--- src/rtl/decode_pipe_if.sv ---
// decode_pipe_if: fetch-side and issue-side bundle for decode_pipe, plus the flush strobe.
// Handshake: a word moves on every rising edge where valid and ready are both 1; valid never waits on ready.
interface decode_pipe_if #(
   parameter int XLEN = 32
);
   logic            flush;
   logic            in_valid;
   logic            in_ready;
   logic [XLEN-1:0] in_inst;
   logic [XLEN-1:0] in_pc;
   logic            out_valid;
   logic            out_ready;
   logic [XLEN-1:0] out_inst;
   logic [XLEN-1:0] out_pc;
   logic [23:0]     out_ctrl;
   logic            out_illegal;

   modport slave (
      input  flush, in_valid, in_inst, in_pc, out_ready,
      output in_ready, out_valid, out_inst, out_pc, out_ctrl, out_illegal
   );

   modport master (
      output flush, in_valid, in_inst, in_pc, out_ready,
      input  in_ready, out_valid, out_inst, out_pc, out_ctrl, out_illegal
   );
endinterface

--- src/rtl/decode_pipe.sv ---
// decode_pipe: RV32I decode stage with a registered output and one skid entry (EMPTY/MAIN/FULL).
// Optional macro DECODE_PIPE_MEXT_EN makes OP with funct7=0x01 (M extension) legal.
module decode_pipe #(
   parameter int XLEN      = 32,
   parameter int IMM_SEL_W = 3
) (
   input  logic             clk,
   input  logic             rst_n,
   decode_pipe_if.slave     bus,
   output logic [1:0]       dbg_state
);
   if (XLEN != 32) begin : g_xlen_chk
      $error("decode_pipe: XLEN must be 32");
   end
   if (IMM_SEL_W < 3) begin : g_imm_chk
      $error("decode_pipe: IMM_SEL_W must be at least 3");
   end

   localparam logic [6:0] OPC_OP_IMM = 7'b0010011;
   localparam logic [6:0] OPC_OP     = 7'b0110011;
   localparam logic [6:0] OPC_LOAD   = 7'b0000011;
   localparam logic [6:0] OPC_STORE  = 7'b0100011;
   localparam logic [6:0] OPC_BRANCH = 7'b1100011;
   localparam logic [6:0] OPC_JAL    = 7'b1101111;
   localparam logic [6:0] OPC_JALR   = 7'b1100111;
   localparam logic [6:0] OPC_LUI    = 7'b0110111;
   localparam logic [6:0] OPC_AUIPC  = 7'b0010111;
   localparam int         PW         = 2 * XLEN + 25;

   typedef enum logic [1:0] {S_EMPTY = 2'd0, S_MAIN = 2'd1, S_FULL = 2'd2} state_t;

   state_t                state, state_nxt;
   logic [PW-1:0]         main_q, skid_q, dec_word;
   logic                  accept, drain, load_main_in, load_main_skid, load_skid;

   logic [6:0]            opcode, funct7;
   logic [2:0]            funct3;
   logic [IMM_SEL_W-1:0]  imm_sel;
   logic [2:0]            alu_ctrl;
   logic                  wen, rmem, wmem, jmp, jcc, lui, jal, jalr, auipc, inst_r, mext;
   logic                  legal, dec_ill;
   logic [23:0]           dec_ctrl;

   assign opcode = bus.in_inst[6:0];
   assign funct3 = bus.in_inst[14:12];
   assign funct7 = bus.in_inst[31:25];

   always_comb begin
      imm_sel  = '0;
      alu_ctrl = funct3;
      wen      = 1'b0;
      rmem     = 1'b0;
      wmem     = 1'b0;
      jmp      = 1'b0;
      jcc      = 1'b0;
      lui      = 1'b0;
      jal      = 1'b0;
      jalr     = 1'b0;
      auipc    = 1'b0;
      inst_r   = 1'b0;
      mext     = 1'b0;
      legal    = 1'b1;
      case (opcode)
         OPC_OP_IMM: begin
            imm_sel = (funct3 == 3'b011) ? IMM_SEL_W'(2) : IMM_SEL_W'(1);
            wen     = 1'b1;
         end
         OPC_OP: begin
            inst_r = 1'b1;
            wen    = 1'b1;
            if (funct7 == 7'h01) begin
`ifdef DECODE_PIPE_MEXT_EN
               mext  = 1'b1;
`else
               legal = 1'b0;
`endif
            end else if (funct7 != 7'h00 && funct7 != 7'h20) begin
               legal = 1'b0;
            end
         end
         OPC_LOAD:   begin imm_sel = IMM_SEL_W'(1); rmem = 1'b1; wen = 1'b1; end
         OPC_STORE:  begin imm_sel = IMM_SEL_W'(3); wmem = 1'b1; end
         OPC_BRANCH: begin imm_sel = IMM_SEL_W'(5); jcc = 1'b1; end
         OPC_JAL:    begin imm_sel = IMM_SEL_W'(6); alu_ctrl = 3'd0; jmp = 1'b1; jal = 1'b1; wen = 1'b1; end
         OPC_JALR:   begin imm_sel = IMM_SEL_W'(1); alu_ctrl = 3'd0; jmp = 1'b1; jalr = 1'b1; wen = 1'b1; end
         OPC_LUI:    begin imm_sel = IMM_SEL_W'(4); alu_ctrl = 3'd0; lui = 1'b1; wen = 1'b1; end
         OPC_AUIPC:  begin imm_sel = IMM_SEL_W'(4); alu_ctrl = 3'd0; auipc = 1'b1; wen = 1'b1; end
         default:    legal = 1'b0;
      endcase
      if (bus.in_inst[1:0] != 2'b11) legal = 1'b0;
      dec_ill = ~legal;
      // Illegal words still travel down the pipe but must have no side effects.
      if (dec_ill) begin
         wen  = 1'b0;
         rmem = 1'b0;
         wmem = 1'b0;
         jmp  = 1'b0;
         jcc  = 1'b0;
      end
      dec_ctrl = {2'b00, mext, (opcode == OPC_OP) & funct7[5], funct7[5], inst_r,
                  auipc, jalr, jal, lui, jcc, jmp, wen, wmem, rmem,
                  funct3[2], funct3[1:0], alu_ctrl, imm_sel[2:0]};
   end

   assign dec_word = {bus.in_inst, bus.in_pc, dec_ctrl, dec_ill};
   assign accept   = bus.in_valid & bus.in_ready;
   assign drain    = bus.out_valid & bus.out_ready;

   always_comb begin
      state_nxt      = state;
      load_main_in   = 1'b0;
      load_main_skid = 1'b0;
      load_skid      = 1'b0;
      case (state)
         S_EMPTY: if (accept) begin
            state_nxt    = S_MAIN;
            load_main_in = 1'b1;
         end
         S_MAIN: begin
            if (accept && drain) begin
               load_main_in = 1'b1;
            end else if (accept) begin
               state_nxt = S_FULL;
               load_skid = 1'b1;
            end else if (drain) begin
               state_nxt = S_EMPTY;
            end
         end
         S_FULL: if (drain) begin
            state_nxt      = S_MAIN;
            load_main_skid = 1'b1;
         end
         default: state_nxt = S_EMPTY;
      endcase
      // Flush wins over everything, including an accept in the same cycle.
      if (bus.flush) begin
         state_nxt      = S_EMPTY;
         load_main_in   = 1'b0;
         load_main_skid = 1'b0;
         load_skid      = 1'b0;
      end
   end

   always_ff @(posedge clk or negedge rst_n) begin
      if (!rst_n) state <= S_EMPTY;
      else        state <= state_nxt;
   end

   always_ff @(posedge clk or negedge rst_n) begin
      if (!rst_n) begin
         main_q <= '0;
         skid_q <= '0;
      end else begin
         if (load_main_in)        main_q <= dec_word;
         else if (load_main_skid) main_q <= skid_q;
         if (load_skid)           skid_q <= dec_word;
      end
   end

   assign bus.in_ready    = (state != S_FULL);
   assign bus.out_valid   = (state != S_EMPTY);
   assign bus.out_inst    = main_q[PW-1 -: XLEN];
   assign bus.out_pc      = main_q[XLEN+24 -: XLEN];
   assign bus.out_ctrl    = main_q[24:1];
   assign bus.out_illegal = main_q[0];
   assign dbg_state       = state;
endmodule

--- src/flat_wrapper.sv ---
// flat-port wrapper written by rule: the top's interface ports become plain ports
module decode_pipe_flat 
#(
   parameter int XLEN      = 32,
   parameter int IMM_SEL_W = 3
)
  (clk, rst_n, dbg_state, bus_flush, bus_in_valid, bus_in_inst, bus_in_pc, bus_out_ready, bus_in_ready, bus_out_valid, bus_out_inst, bus_out_pc, bus_out_ctrl, bus_out_illegal);
  decode_pipe_if #(.XLEN(XLEN)) bus_i ();
  input  logic clk;
  input  logic rst_n;
  output logic [1:0] dbg_state;
  input wire logic [$bits(bus_i.flush)-1:0] bus_flush;
  input wire logic [$bits(bus_i.in_valid)-1:0] bus_in_valid;
  input wire logic [$bits(bus_i.in_inst)-1:0] bus_in_inst;
  input wire logic [$bits(bus_i.in_pc)-1:0] bus_in_pc;
  input wire logic [$bits(bus_i.out_ready)-1:0] bus_out_ready;
  output wire logic [$bits(bus_i.in_ready)-1:0] bus_in_ready;
  output wire logic [$bits(bus_i.out_valid)-1:0] bus_out_valid;
  output wire logic [$bits(bus_i.out_inst)-1:0] bus_out_inst;
  output wire logic [$bits(bus_i.out_pc)-1:0] bus_out_pc;
  output wire logic [$bits(bus_i.out_ctrl)-1:0] bus_out_ctrl;
  output wire logic [$bits(bus_i.out_illegal)-1:0] bus_out_illegal;
  assign bus_i.flush = bus_flush;
  assign bus_i.in_valid = bus_in_valid;
  assign bus_i.in_inst = bus_in_inst;
  assign bus_i.in_pc = bus_in_pc;
  assign bus_i.out_ready = bus_out_ready;
  assign bus_in_ready = bus_i.in_ready;
  assign bus_out_valid = bus_i.out_valid;
  assign bus_out_inst = bus_i.out_inst;
  assign bus_out_pc = bus_i.out_pc;
  assign bus_out_ctrl = bus_i.out_ctrl;
  assign bus_out_illegal = bus_i.out_illegal;
  decode_pipe #(.XLEN(XLEN), .IMM_SEL_W(IMM_SEL_W)) u_core (.clk(clk), .rst_n(rst_n), .bus(bus_i), .dbg_state(dbg_state));
endmodule
--- config.mk ---
export PLATFORM = sky130hd
export DESIGN_NAME = decode_pipe_flat
export DESIGN_NICKNAME = d
export VERILOG_FILES = /design/src/rtl/decode_pipe_if.sv /design/src/rtl/decode_pipe.sv /design/src/flat_wrapper.sv
export SDC_FILE = /design/constraint.sdc
export NUM_CORES = 1
export LEC_CHECK = 0
export ABC_CLOCK_PERIOD_IN_PS = 2100
export BUFFER_PORTS_ARGS = -buffer_cell sky130_fd_sc_hd__buf_4
export CAP_MARGIN = 10
export CORE_MARGIN = 1.5
export CORE_UTILIZATION = 53
export DETAILED_ROUTE_END_ITERATION = 12
export PLACE_DENSITY_LB_ADDON = 0.12
export SYNTH_ARGS = -nofsm -noshare
export SYNTH_HDL_FRONTEND = slang
export SYNTH_SLANG_ARGS = --single-unit
--- constraint.sdc ---
create_clock -name clk -period 2.1 [get_ports clk]
set_input_delay 0.525 -clock clk [delete_from_list [all_inputs] [get_ports clk]]
set_output_delay 0.525 -clock clk [all_outputs]
set_load 0.05 [all_outputs]
# --- Word-level counts from Yosys, hierarchy flattened ---
# Index checks and enable logic that the tools add are counted.
totals:
  input_bits: 69
  output_inout_bits: 93
  reg_bits: 177
classes:
  n_bitwise: 4
  eq_ne: 20
  n_mux: 41
  reduce_logical: 13
ops:
  columns: ["operator", "n"]
  rows:
  - ["89-bit two-way mux", 2]
  - ["1-bit two-way mux", 27]
  - ["7-bit by 6-bit equality test with 1-bit output, second input constant", 3]
  - ["7-bit equality test, second input constant", 3]
  - ["3-bit case mux with 6 select lines", 1]
  - ["7-bit by 5-bit equality test with 1-bit output, second input constant", 2]
  - ["2-bit two-way mux", 7]
  - ["8-bit OR reduction", 1]
  - ["7-bit by 1-bit equality test with 1-bit output, second input constant", 1]
  - ["7-bit by 2-bit equality test with 1-bit output, second input constant", 1]
  - ["7-bit by 6-bit != test with 1-bit output, second input constant", 1]
  - ["7-bit nonzero test", 1]
  - ["7-bit OR reduction", 1]
  - ["3-bit by 2-bit != test with 1-bit output, second input constant", 2]
  - ["2-bit case mux with 3 select lines", 1]
  - ["2-bit OR reduction", 3]
  - ["2-bit != test, second input constant", 2]
  - ["4-bit by 2-bit != test with 1-bit output, second input constant", 1]
  - ["1-bit case mux with 2 select lines", 2]
  - ["4-bit AND reduction", 1]
  - ["2-bit nonzero test", 2]
  - ["4-bit OR reduction", 1]
  - ["1-bit AND", 3]
  - ["3-bit by 2-bit equality test with 1-bit output, second input constant", 1]
  - ["other kinds (7)", 8]

# --- Depth between registers and ports, before layout ---
logic_depth:
  word_depth: 8
  mapped_depth: 7

# --- Least setup slack after synthesis ---
# Ideal clock, no wire load.
synth_path:
  path_kind: "reg2reg"
  from: "register u_core.state[1] (netlist: u_core.dbg_state[1])"
  to: "register u_core.skid_q[32]"
  path_buffers: 1
  stages_incl_launch_ff: 5
  arrival_time_ps: 1636
  t_required_ps: 1972
  slack_ps: 336
  synth_period_minus_slack_ps: 1764
  cell_sequence: "dfrtp_1 -> nor3b_4 -> nand2_1 -> buf_2 -> mux2_1"
synth_between:
  elab_chain_cells: 6
synth_lines:
  columns: ["item", "line", "rtl"]
  rows:
  - ["start: declaration", "decode_pipe.sv:32", "state_t state, state_nxt;"]
  - ["start signal: assignment", "decode_pipe.sv:146", "else state <= state_nxt;"]
  - ["2-bit != test / 2-bit nonzero test (equally long branches)", "decode_pipe.sv:160, decode_pipe.sv:161", null]
  - ["1-bit AND, on equally long branches", "decode_pipe.sv:106, decode_pipe.sv:107", null]
  - ["1-bit two-way mux / 1-bit logical AND (equally long branches)", "decode_pipe.sv:122, decode_pipe.sv:120", null]
  - ["1-bit two-way mux", "decode_pipe.sv:120", "if (accept && drain) begin"]
  - ["1-bit two-way mux *", "decode_pipe.sv:114", "case (state)"]
  - ["1-bit two-way mux *", "decode_pipe.sv:136", "if (bus.flush) begin"]
  - ["end signal: assignment", "decode_pipe.sv:156", "if (load_skid) skid_q <= dec_word;"]
  - ["end: declaration", "decode_pipe.sv:33", "logic [PW-1:0] main_q, skid_q, dec_word;"]
# Every way passes the cells marked *; elsewhere a longest branch is shown, timed or not.
# A chain may end at the register's enable or synchronous reset.

# --- Final worst setup path ---
layout_path:
  from: "register u_core.state[1] (netlist: u_core.dbg_state[1])"
  to: "output port bus_in_ready"
layout_between:
  elab_chain_cells: 1
layout_lines:
  columns: ["item", "line", "rtl"]
  rows:
  - ["2-bit != test", "decode_pipe.sv:160", "assign bus.in_ready = (state != S_FULL);"]
  - ["end: declaration", "flat_wrapper.sv:17", "output wire logic [$bits(bus_i.in_ready)-1:0] bus_in_ready;"]
# No other way between the ends.

==> run summary <==
data arrival time of the critical path = 1.45 ns
final hold viol count = 0
number of CTS-inserted buffers = 17
I/O pin total = 162
synth top area cells = dfrtp_1 (60%), mux2_1 (9.6%), nand2_1 (8.6%)
Synth cell types = 46
vias per std cell = 5.53
CP peak stage delay = 0.50 ns
initial antenna violation count = 0
Avg WL per Cell = 16.9 um
TNS Setup = 0 ns
total core area = 12700 um^2
Final Routed Wirelength = 15900 um
Die H = 117 um
Final Critical Period = 1.98 ns
DRC viols = 0
status = finished clean
CTS root buf = clkbuf_16
die area = 13700 um^2
syn avg cell area = 11.4 um^2
DP Area = 8310 um^2
ANT nets after route = 0
CP required = 1.57 ns
Buf/Inv on CP = 2
n_diodes = 0
die width = 117 um
total number of vias = 5200
PD cells = 1040 nW/um^2
post-route cell area = 8840 um^2
sequential cell area = 4150 um^2
FF+latch count, synth = 166
Worst Setup Start Kind = flip-flop
vias in the first global route = 5117
layout cells sized above 1 = 28.1%
Port Buffers = 158
Worst Skew = 0.00680 ns
Post-DP HPWL = 10600 um
CTS sink cnt = 166
Initial Utilization = 54.3%
Worst Hold Class = in -> async
CP Capture Type = primary output
worst vdd ir = 0.000592 V
Layout area overhead = 28.3%
Max Buffers Root-to-Sink = 2
Final period util = 94.2%
RSZ-0062 raised after global routing = false
Skew-Pair Late Insertion Delay = 0.42 ns
Top delay family on crit path = flip-flops
1st-pass router iterations = 5
Final Net Count = 824
gr ovfl total = 0
Fill cells = 960
LEAKAGE = 4.38 nW
crit-path cells = nor2b_1, inv_1, buf_4
# H-tree levels = 4
top-area cell type share of the netlist area = 60.3%
CTS resizes = 0
CTS tree = yes
multi-input gate area in the final layout = 2480 um^2
top cells by count, synth = dfrtp_1 (166), nand2_1 (158), a22oi_1 (67)
CP max-delay cell = dfrtp_1
global-route wire length before repair = 25500 um
RD Place Congestion = 0.760
final hold slack = 0.0497 ns
GRT Util Overall = 24.4%
largest net degree at the start of global routing = 66
top-count cell post-synth = dfrtp_1
Post-synth EDFFs = 0
cts hold-fix bufs = 0
ys flop type = dfrtp_1
Clk pin slew, worst setup/hold paths = 0.06 ns
final setup fails = 0
critical path class = reg -> out
Post-Syn Area = 6890 um^2
post-CTS setup buffers = 0
critical path fanouts, max = 8
row count = 41
post-synthesis sequential area ratio = 60.3%
dominant cell type by area after synthesis = dfrtp_1
fmax = 0.505 GHz
maxcap violations = 0
cells after synthesis = 604
YS warnings = 0
drt first-iter violations = 312
Slew Viols, Final = 0
FFs w/ async S/R, synth = 100%
-- logic make-up after synthesis --
| logic type | Yosys count | synth area share, % |
|---|---|---|
| simple gates | 200 | 12.5 |
| flops | 166 | 60.3 |
| compound gates | 126 | 13.3 |
| mux | 60 | 9.79 |
| buf+inv | 51 | 4.02 |
| other cells | 1 | 0.0545 |
-- power by group --
| group | total [mW] | switching (mW) | internal (mW) |
|---|---|---|---|
| clock | 2.80 | 1.20 | 1.59 |
| sequential | 4.17 | 0.351 | 3.82 |
| combinational | 2.26 | 1.47 | 0.785 |
| total | 9.22 | 3.03 | 6.19 |
-- metal layers --
| metal | GRT usage, % | part of all wire, % |
|---|---|---|
| met3 | 5.77 | 6.0 |
| met4 | 10.4 | 1.7 |
| met5 | 0 | 0 |
| met1 | 31.5 | 42 |
| met2 | 39.8 | 50 |
-- path summary, 6_finish.rpt --
check | slack [ns] | endpoint | startpoint | cells after the start
min | 0.05 | u_core.main_q[33]$_DFFE_PN0P_ | rst_n | 1
max | 0.12 | bus_in_ready | u_core.dbg_state[1]$_DFFE_PN0P_ | 3
max reg2reg | 0.25 | u_core.main_q[6]$_DFFE_PN0P_ | u_core.dbg_state[1]$_DFFE_PN0P_ | 5
min reg2reg | 0.47 | u_core.main_q[81]$_DFFE_PN0P_ | u_core.main_q[81]$_DFFE_PN0P_ | 2
max in group asynchronous | 1.48 | u_core.skid_q[46]$_DFFE_PN0P_ | rst_n | 2
min in group clk | 0.31 | u_core.dbg_state[0]$_DFFE_PN0P_ | bus_flush | 2
-- cell type report --
cell class	instances	share of cell area [%]
flip-flops and latches	166	47.0
multi-input cells	389	28.1
repair buffers	175	16.2
clock buffers	23	5.41
well taps	172	2.44
clock inverters	9	0.595
inverters	6	0.255
-- flip-flops by register name (all words and copies together) (netlist names) --
| signal | count |
|---|---|
| u_core.skid_q | 82 |
| u_core.dbg_state | 2 |
| u_core.main_q | 82 |
-- per-stage QoR --
step | setup slack [ns] | util (%) | cells | power, mW
final | 0.121 | 69.7 | 940 | 9.22
after global routing | 0.0431 | 69.7 | 940 | 9.66
after CTS | 0.110 | 69.7 | 940 | 9.30
after detailed placement | 0.0940 | 65.5 | 908 | 6.49
after global placement | 0.174 | 65.5 | 908 | 6.40
after floorplan | 0.336 | - | 606 | 5.65
-- layout by cell type (no fill, tap or decap), types with 2 or more instances in the layout --
| master | instances |
|---|---|
| nand2b_1 | 3 |
| o41ai_2 | 2 |
| o31ai_1 | 2 |
| buf_12 | 9 |
| a221o_1 | 7 |
| nor2_1 | 10 |
| conb_1 | 3 |
| clkbuf_1 | 3 |
| a21oi_1 | 9 |
| o22ai_1 | 3 |
| and3_1 | 2 |
| o21ai_1 | 13 |
| dfrtp_1 | 166 |
| clkinvlp_4 | 3 |
| clkbuf_16 | 17 |
| clkbuf_8 | 3 |
| nor3_1 | 4 |
| buf_4 | 165 |
| inv_1 | 6 |
| nand3_1 | 7 |
| nand2_1 | 157 |
| a22oi_1 | 67 |
| o221a_2 | 2 |
| o21ai_0 | 8 |
| mux2_1 | 59 |
| nor2b_1 | 4 |
| clkinv_2 | 6 |
| o211ai_1 | 2 |
| a22o_1 | 4 |
Power figures use the tool's default switching activity.
